### src/rtl/systolic_ctrl.sv
// systolic_ctrl: job sequencer for the weight-stationary systolic array.
// Loads an NxN weight tile on the north edge, then streams row-skewed switch/input vectors on the west edge.
module systolic_ctrl #(
  parameter int SYSTOLIC_ARRAY_WIDTH = 16,
  parameter int DATA_WIDTH_IN        = 8
) (
  input  logic                                            clk,
  input  logic                                            rst,
  input  logic                                            start,
  input  logic [15:0]                                     num_vec,
  input  logic [SYSTOLIC_ARRAY_WIDTH-1:0]                 col_en,
  output logic                                            busy,
  output logic                                            done,
  input  logic                                            wt_valid,
  output logic                                            wt_ready,
  input  logic [SYSTOLIC_ARRAY_WIDTH*DATA_WIDTH_IN-1:0]   wt_data,
  input  logic                                            in_valid,
  output logic                                            in_ready,
  input  logic [SYSTOLIC_ARRAY_WIDTH*DATA_WIDTH_IN-1:0]   in_data,
  output logic [SYSTOLIC_ARRAY_WIDTH-1:0]                 arr_enabled,
  output logic [SYSTOLIC_ARRAY_WIDTH*DATA_WIDTH_IN-1:0]   arr_weight,
  output logic [$clog2(SYSTOLIC_ARRAY_WIDTH)-1:0]         arr_index,
  output logic [SYSTOLIC_ARRAY_WIDTH-1:0]                 arr_accept_w,
  output logic [SYSTOLIC_ARRAY_WIDTH*DATA_WIDTH_IN-1:0]   arr_input,
  output logic [SYSTOLIC_ARRAY_WIDTH-1:0]                 arr_valid,
  output logic [SYSTOLIC_ARRAY_WIDTH-1:0]                 arr_switch
);

  localparam int N  = SYSTOLIC_ARRAY_WIDTH;
  localparam int DW = DATA_WIDTH_IN;
  localparam int IW = $clog2(N);
  localparam int TW = $clog2(N) + 1;

  localparam logic [IW-1:0] K_LAST       = IW'(N - 1);
  localparam logic [TW-1:0] T_DRAIN_LAST = TW'(N - 1);
  localparam logic [TW-1:0] T_FLUSH_LAST = TW'(2 * N - 1);

  typedef enum logic [2:0] {
    S_IDLE,
    S_LOAD,
    S_DRAIN,
    S_SWITCH,
    S_COMPUTE,
    S_FLUSH,
    S_DONE
  } state_t;

  state_t              r_state;
  state_t              w_next;
  logic [15:0]         r_m;
  logic [15:0]         r_vcnt;
  logic [N-1:0]        r_en;
  logic [IW-1:0]       r_kcnt;
  logic [TW-1:0]       r_tcnt;

  logic                w_wt_fire;
  logic                w_in_fire;
  logic                w_s0_switch;
  logic                w_s0_valid;
  logic [N*DW-1:0]     w_s0_data;

  logic [N*DW-1:0]     r_arr_weight;
  logic [IW-1:0]       r_arr_index;
  logic [N-1:0]        r_arr_accept_w;

  assign w_wt_fire = (r_state == S_LOAD) && wt_valid;
  assign w_in_fire = (r_state == S_COMPUTE) && in_valid;

  always_ff @(posedge clk or negedge rst) begin
    if (!rst) r_state <= S_IDLE;
    else      r_state <= w_next;
  end

  always_comb begin
    w_next      = r_state;
    w_s0_switch = 1'b0;
    w_s0_valid  = 1'b0;
    w_s0_data   = '0;
    case (r_state)
      S_IDLE:    if (start) w_next = S_LOAD;
      S_LOAD:    if (w_wt_fire && (r_kcnt == K_LAST)) w_next = S_DRAIN;
      S_DRAIN:   if (r_tcnt == T_DRAIN_LAST) w_next = S_SWITCH;
      S_SWITCH: begin
        w_s0_switch = 1'b1;
        w_next      = (r_m == 16'd0) ? S_FLUSH : S_COMPUTE;
      end
      S_COMPUTE: begin
        if (w_in_fire) begin
          w_s0_valid = 1'b1;
          w_s0_data  = in_data;
          if (r_vcnt == (r_m - 16'd1)) w_next = S_FLUSH;
        end
      end
      S_FLUSH:   if (r_tcnt == T_FLUSH_LAST) w_next = S_DONE;
      S_DONE:    w_next = S_IDLE;
      default:   w_next = S_IDLE;
    endcase
  end

  always_ff @(posedge clk or negedge rst) begin
    if (!rst) begin
      r_m    <= '0;
      r_en   <= '0;
      r_kcnt <= '0;
      r_tcnt <= '0;
      r_vcnt <= '0;
    end else begin
      if ((r_state == S_IDLE) && start) begin
        r_m    <= num_vec;
        r_en   <= col_en;
        r_kcnt <= '0;
      end else if (w_wt_fire) begin
        r_kcnt <= r_kcnt + 1'b1;
      end

      if (r_state != w_next)
        r_tcnt <= '0;
      else if ((r_state == S_DRAIN) || (r_state == S_FLUSH))
        r_tcnt <= r_tcnt + 1'b1;

      if (r_state == S_SWITCH)
        r_vcnt <= '0;
      else if (w_in_fire)
        r_vcnt <= r_vcnt + 16'd1;
    end
  end

  // North edge: one registered stage, zeroed on every cycle without an accepted beat.
  always_ff @(posedge clk or negedge rst) begin
    if (!rst) begin
      r_arr_weight   <= '0;
      r_arr_index    <= '0;
      r_arr_accept_w <= '0;
    end else if (w_wt_fire) begin
      r_arr_weight   <= wt_data;
      r_arr_index    <= r_kcnt;
      r_arr_accept_w <= r_en;
    end else begin
      r_arr_weight   <= '0;
      r_arr_index    <= '0;
      r_arr_accept_w <= '0;
    end
  end

  assign arr_weight   = r_arr_weight;
  assign arr_index    = r_arr_index;
  assign arr_accept_w = r_arr_accept_w;

  // Triangular skew: row r carries only its own lane through r+1 stages of {switch, valid, data}.
  for (genvar r = 0; r < N; r++) begin : g_skew
    localparam int unsigned ROW = r;
    logic [DW+1:0] r_sk [0:ROW];

    always_ff @(posedge clk or negedge rst) begin
      if (!rst) begin
        for (int unsigned i = 0; i <= ROW; i++) r_sk[i] <= '0;
      end else begin
        r_sk[0] <= {w_s0_switch, w_s0_valid, w_s0_data[r*DW +: DW]};
        for (int unsigned i = 1; i <= ROW; i++) r_sk[i] <= r_sk[i-1];
      end
    end

    assign arr_switch[r]           = r_sk[ROW][DW+1];
    assign arr_valid[r]            = r_sk[ROW][DW];
    assign arr_input[r*DW +: DW]   = r_sk[ROW][DW-1:0];
  end

  assign busy        = (r_state != S_IDLE) && (r_state != S_DONE);
  assign done        = (r_state == S_DONE);
  assign wt_ready    = (r_state == S_LOAD);
  assign in_ready    = (r_state == S_COMPUTE);
  assign arr_enabled = (r_state == S_IDLE) ? '0 : r_en;

endmodule

### config.mk
export PLATFORM = sky130hd
export DESIGN_NAME = systolic_ctrl
export DESIGN_NICKNAME = d
export VERILOG_FILES = /design/src/rtl/systolic_ctrl.sv
export SDC_FILE = /design/constraint.sdc
export NUM_CORES = 1
export LEC_CHECK = 0
export ABC_AREA = 1
export CELL_PAD_IN_SITES_DETAIL_PLACEMENT = 0
export CELL_PAD_IN_SITES_GLOBAL_PLACEMENT = 1
export CORE_MARGIN = 1.5
export CORE_UTILIZATION = 43
export DETAILED_ROUTE_END_ITERATION = 12
export GPL_TIMING_DRIVEN = 1
export PLACE_DENSITY = 0.83
export SETUP_SLACK_MARGIN = 0.02
export SLEW_MARGIN = 30
export SYNTH_ARGS = -nofsm -noshare
export SYNTH_HDL_FRONTEND = slang
export SYNTH_SLANG_ARGS = --single-unit
### constraint.sdc
create_clock -name clk -period 2.53 [get_ports clk]
set_input_delay 0.506 -clock clk [delete_from_list [all_inputs] [get_ports clk]]
set_output_delay 0.506 -clock clk [all_outputs]
set_load 0.03 [all_outputs]
==> impl.org <==
** Timing
- Final hold violation count :: 0
- In the finished design, the share of the clock period the worst path needs comes to 97.3%.
- On the final layout, the worst hold slack is 0.300 ns.
- RSZ-0062 raised after global routing :: true
- Across all setup checks in the final design, the least slack found is 0.0682 ns.
- For this run, the top clock speed supported by timing is 0.406 GHz.
- On the final layout, the worst clock skew is 0.0369 ns.
- Worst slew margin relative to its limit :: 47.9%
- At the pin with the least slew margin, the transition time is 0.781 ns.
- Final setup fails :: 0
- The final number of max-transition violations was 0.
- Clock period minus worst slack :: 2.46 ns

** Placed design
- Including well taps, the total number of placed cells is 4095.
- At the end of routability-driven placement, the weighted congestion stood at 0.884.
- Prior to clock tree synthesis, the placed netlist has a worst setup slack of 0.196 ns.
- The count of buffers added on input and output ports is 620.
- Summed over all nets, the half-perimeter wirelength after detailed placement is 55600 um.

** Floorplanning
- Die boundary width :: 302 um
- Floorplan row count :: 109
- The initial utilization of the core area, before any placement, comes to 43.4%.
- In this run the vertical extent of the chip is 302 um.
- After floorplanning, the core was sized to cover 0.0884 mm^2.
- The die covers 0.0911 mm^2.
- During I/O placement, the number of pins put on the boundary was 621.

** Worst hold path
- In this run the worst hold path is classified as input port to register.
- Hold path startpoint :: wt_data[24]
- The path with the worst hold slack has its endpoint at arr_weight[24].
- The worst hold path was traced through 3 stages.

** Route
- Detailed route wirelength on metal3 :: 6230 um
- # DRC :: 0
- For this block, the initial DRC count from the detailed router was 1309.
- Antenna Nets Post-Route :: 0
- Top routing layer in use :: met5
- DR vias/cell :: 4.25
- The pre-antenna-repair detailed-routing pass consisted of 5 iterations.
- The routed design uses 40300 um of met2 wire.
- Vias :: 18400
- In the final routed layout, each cell accounts on average for 19.0 um.
- Sum of routed wire length over all layers :: 82600 um
- After detailed routing, the wire length on met1 is 32800 um.

** Yosys
- Yosys attributes the largest share of cell area to sky130_fd_sc_hd__dfrtp_1 87%, sky130_fd_sc_hd__nor2_1 3.2%, sky130_fd_sc_hd__inv_1 3.2%.
- Number of instances in the synthesized netlist :: 2446
- Yosys synthesis warning count :: 0
- Number of unique standard cell types used by synthesis :: 36
- The synthesized design contains 1328 register bits.
- Average size of a mapped cell :: 15.7 um^2
- Mapped Nets :: 2745
- The most used flip-flop cell after synthesis is sky130_fd_sc_hd__dfrtp_1.
- The largest total area in the synthesized netlist belongs to sky130_fd_sc_hd__dfrtp_1.
- For this run, the register share of the synthesized area comes to 86.5%.
- Post-Syn Area :: 0.0384 mm^2
- Top cell type's share of synthesized area :: 86.5%
- Of all flip-flops after synthesis, the portion carrying an async set or reset was 100%.
- Count of flip-flops with a built-in enable after synthesis :: 0

** Worst setup path
- STA puts the critical path data required time at 2.02 ns.
- Largest fanout of any net on the critical path :: 1
- R2R cell count :: 15
- Together, buffers and inverters on the worst path number 1.
- Startpoint-to-endpoint class of the critical path :: register to primary output
- Data arrival, critical path :: 1.96 ns
- Beginning of the worst register-to-register path :: r_m[0]
- Setup slack of the most critical reg-to-reg path :: 0.44 ns
- Among cell families on the critical path, the largest total delay comes from buffers and inverters.
- Walking the worst path, the cells encountered are clkdlybuf4s50_1.
- FF-to-FF End :: r_tcnt[3]
- Startpoint of the worst setup timing path :: arr_weight[68]
- Highest-delay cell along the critical path :: sky130_fd_sc_hd__clkdlybuf4s50_1
- The worst setup path is launched from a register.
- Worst path max stage delay :: 0.91 ns
- STA classifies the critical path endpoint as a primary output.

** Power and ir drop
- Combinational logic burns 4.4% of the power.
- Total net switching power :: 9.52 mW
- In this run the power density over the cells is 881 mW/mm^2.
- Across the VDD grid, the largest voltage drop is 0.000590 V.
- Leak Pwr :: 25.2 nW
- Overall Power :: 44.1 mW
- The internal power of the cells totals 34.6 mW.
- Register share of total power :: 51.1%
- Clock power share :: 44.5%
- Net switching is 21.6% of the power.

** Global route
- Entering global routing, the biggest net connects 95 pins.
- GRT Overall Usage :: 18.5%
- The initial antenna violation count is 19.
- The total overflow left after global routing is 0.
- The number of global-route vias before repair came to 19800.
- First-pass GRT wire length :: 123000 um

** Clock network
- Deepest clock path buffer count :: 3
- TritonCTS clock tree :: yes
- TritonCTS created 131 clock buffers.
- H-tree depth :: 4
- After clock tree synthesis, the clock-pin slew on the worst setup and hold paths is 0.06 ns.
- Clk sink count :: 1328
- Master cell of the clock root buffer :: sky130_fd_sc_hd__clkbuf_16
- Clock latency on the worst-skew pair, taken at its later pin, is 0.72 ns.

** Run status
- The run finished with clean final reports.

** Layout
- Compared with the post-synthesis result, the final layout area differs by 30.5%.
- For this run, the number of standard cells in the final layout without fillers is 4342.
- At the end of the flow the core is filled with cells to 56.7%.
- Of the cells placed in the final design, the portion with a size suffix greater than 1 is 10.1%.
- After the last flow step, the layout net total stands at 3368.

** Run
- Count of maximum capacitance violations :: 0
[cell type report]
class / instances / area, um^2
Sequential cell: 1328 / 33200
Fill cell: 6702 / 38300
Clock buffer: 192 / 3930
Inverter: 330 / 1240
Timing Repair inverter: 1 / 8.76
Antenna cell: 5 / 12.5
Multi-Input combinational cell: 597 / 2660
Timing Repair Buffer: 680 / 6980
Tap cell: 1165 / 1460
Clock inverter: 44 / 574
[power groups by stage]
stage                     registers, mW  clock network (mW)  logic, mW
after global routing               22.6                21.1       2.16
after global placement             22.8                   0       1.94
after floorplan                    22.8                   0      0.752
after detailed placement           22.9                   0       1.97
final                              22.5                19.7       1.95
after CTS                          22.6                20.2       1.99
[cells by family (layout without fill, tap and decap cells)]
| kind of cell | Yosys count | in the layout | share of synthesized area [%] |
|---|---|---|---|
| adders and majority gates | 6 | 6 | 0.196 |
| and+or+nand+nor | 506 | 506 | 5.33 |
| DFF | 1328 | 1328 | 86.5 |
| AOI/OAI and AO/OA | 71 | 71 | 0.997 |
| xor gates and xnor gates | 13 | 13 | 0.297 |
| buffers and inverters | 521 | 1247 | 6.60 |
| other | 0 | 5 | 0 |
| muxes | 1 | 1 | 0.0261 |
[registers in the layout, summed over array words and instances, names as in the netlist]
signal,cells
r_kcnt,4
r_en,16
r_tcnt,5
arr_weight,128
arr_switch,6
arr_index,4
r_vcnt,16
r_state,3
arr_accept_w,16
r_m,16
arr_input,120
g_skew.r_sk,993
arr_valid,1
[metrics by stage]
stage                     setup TNS [ns]  cell area, um^2
after detailed placement               0            45500
after CTS                         -0.659            50100
final                                  0            50100
after global routing                   0            50100
after global placement                 0            45500
after floorplan                        0            38400
[cell usage in the layout (no fill, tap or decap), types with 4 or more instances in the layout]
cell	instances
sky130_fd_sc_hd__o21ai_0	44
sky130_fd_sc_hd__ha_1	6
sky130_fd_sc_hd__clkdlybuf4s15_2	13
sky130_fd_sc_hd__nand2_1	120
sky130_fd_sc_hd__clkdlybuf4s50_1	597
sky130_fd_sc_hd__nor3_1	4
sky130_fd_sc_hd__clkinvlp_4	5
sky130_fd_sc_hd__clkinv_8	4
sky130_fd_sc_hd__buf_4	34
sky130_fd_sc_hd__clkbuf_1	22
sky130_fd_sc_hd__bufinv_16	7
sky130_fd_sc_hd__clkbuf_16	134
sky130_fd_sc_hd__dfrtp_1	1326
sky130_fd_sc_hd__diode_2	5
sky130_fd_sc_hd__a21oi_1	16
sky130_fd_sc_hd__nand2_2	4
sky130_fd_sc_hd__xnor2_1	4
sky130_fd_sc_hd__inv_16	4
sky130_fd_sc_hd__buf_12	25
sky130_fd_sc_hd__buf_2	4
sky130_fd_sc_hd__nor2_1	330
sky130_fd_sc_hd__a211oi_1	4
sky130_fd_sc_hd__inv_1	324
sky130_fd_sc_hd__clkinv_2	19
sky130_fd_sc_hd__clkbuf_8	36
sky130_fd_sc_hd__xor2_1	9
sky130_fd_sc_hd__nor2_2	5
sky130_fd_sc_hd__nand3_1	26
[worst max-delay path by stage]
stage | to | slack [ns] | cells after the start
after floorplan | arr_enabled[0] | 0.69 | 5
after global placement | r_vcnt[13] | 0.24 | 11
after detailed placement | r_vcnt[15] | 0.20 | 10
after CTS | arr_enabled[13] | -0.06 | 5
after global routing | arr_enabled[14] | 0.02 | 5
final | arr_weight[68] | 0.07 | 1
[timing repair]
action | CTS | global route
hold buffers | 1 | 0
resized for setup | 61 | 17
gates cloned | 0 | 1
setup buffers | 1 | 3
endpoints found under the setup margin | 20 | 21
hold endpoints to repair | 59 | 0
[per-layer routing]
layer  global-route usage (%)  up-vias
li1                         -     8370
met4                     7.94       18
met5                        0        -
met1                     23.8     9265
met3                     6.30      193
met2                     28.8      593
[Yosys cell counts, types with 4 or more instances]
cell and number:
sky130_fd_sc_hd__a211oi_1 4, sky130_fd_sc_hd__nor2_2 6, sky130_fd_sc_hd__inv_1 325, sky130_fd_sc_hd__nand2_2 5, sky130_fd_sc_hd__buf_1 5, sky130_fd_sc_hd__nor2_1 330, sky130_fd_sc_hd__nand3_1 26, sky130_fd_sc_hd__a21oi_1 16
sky130_fd_sc_hd__xnor2_1 4, sky130_fd_sc_hd__dfrtp_1 1328, sky130_fd_sc_hd__xor2_1 9, sky130_fd_sc_hd__buf_4 152, sky130_fd_sc_hd__nor3_1 4, sky130_fd_sc_hd__o21ai_0 44, sky130_fd_sc_hd__clkbuf_1 32, sky130_fd_sc_hd__nand2_1 121
sky130_fd_sc_hd__ha_1 6
Note: power is estimated with default switching activity, not from simulation.
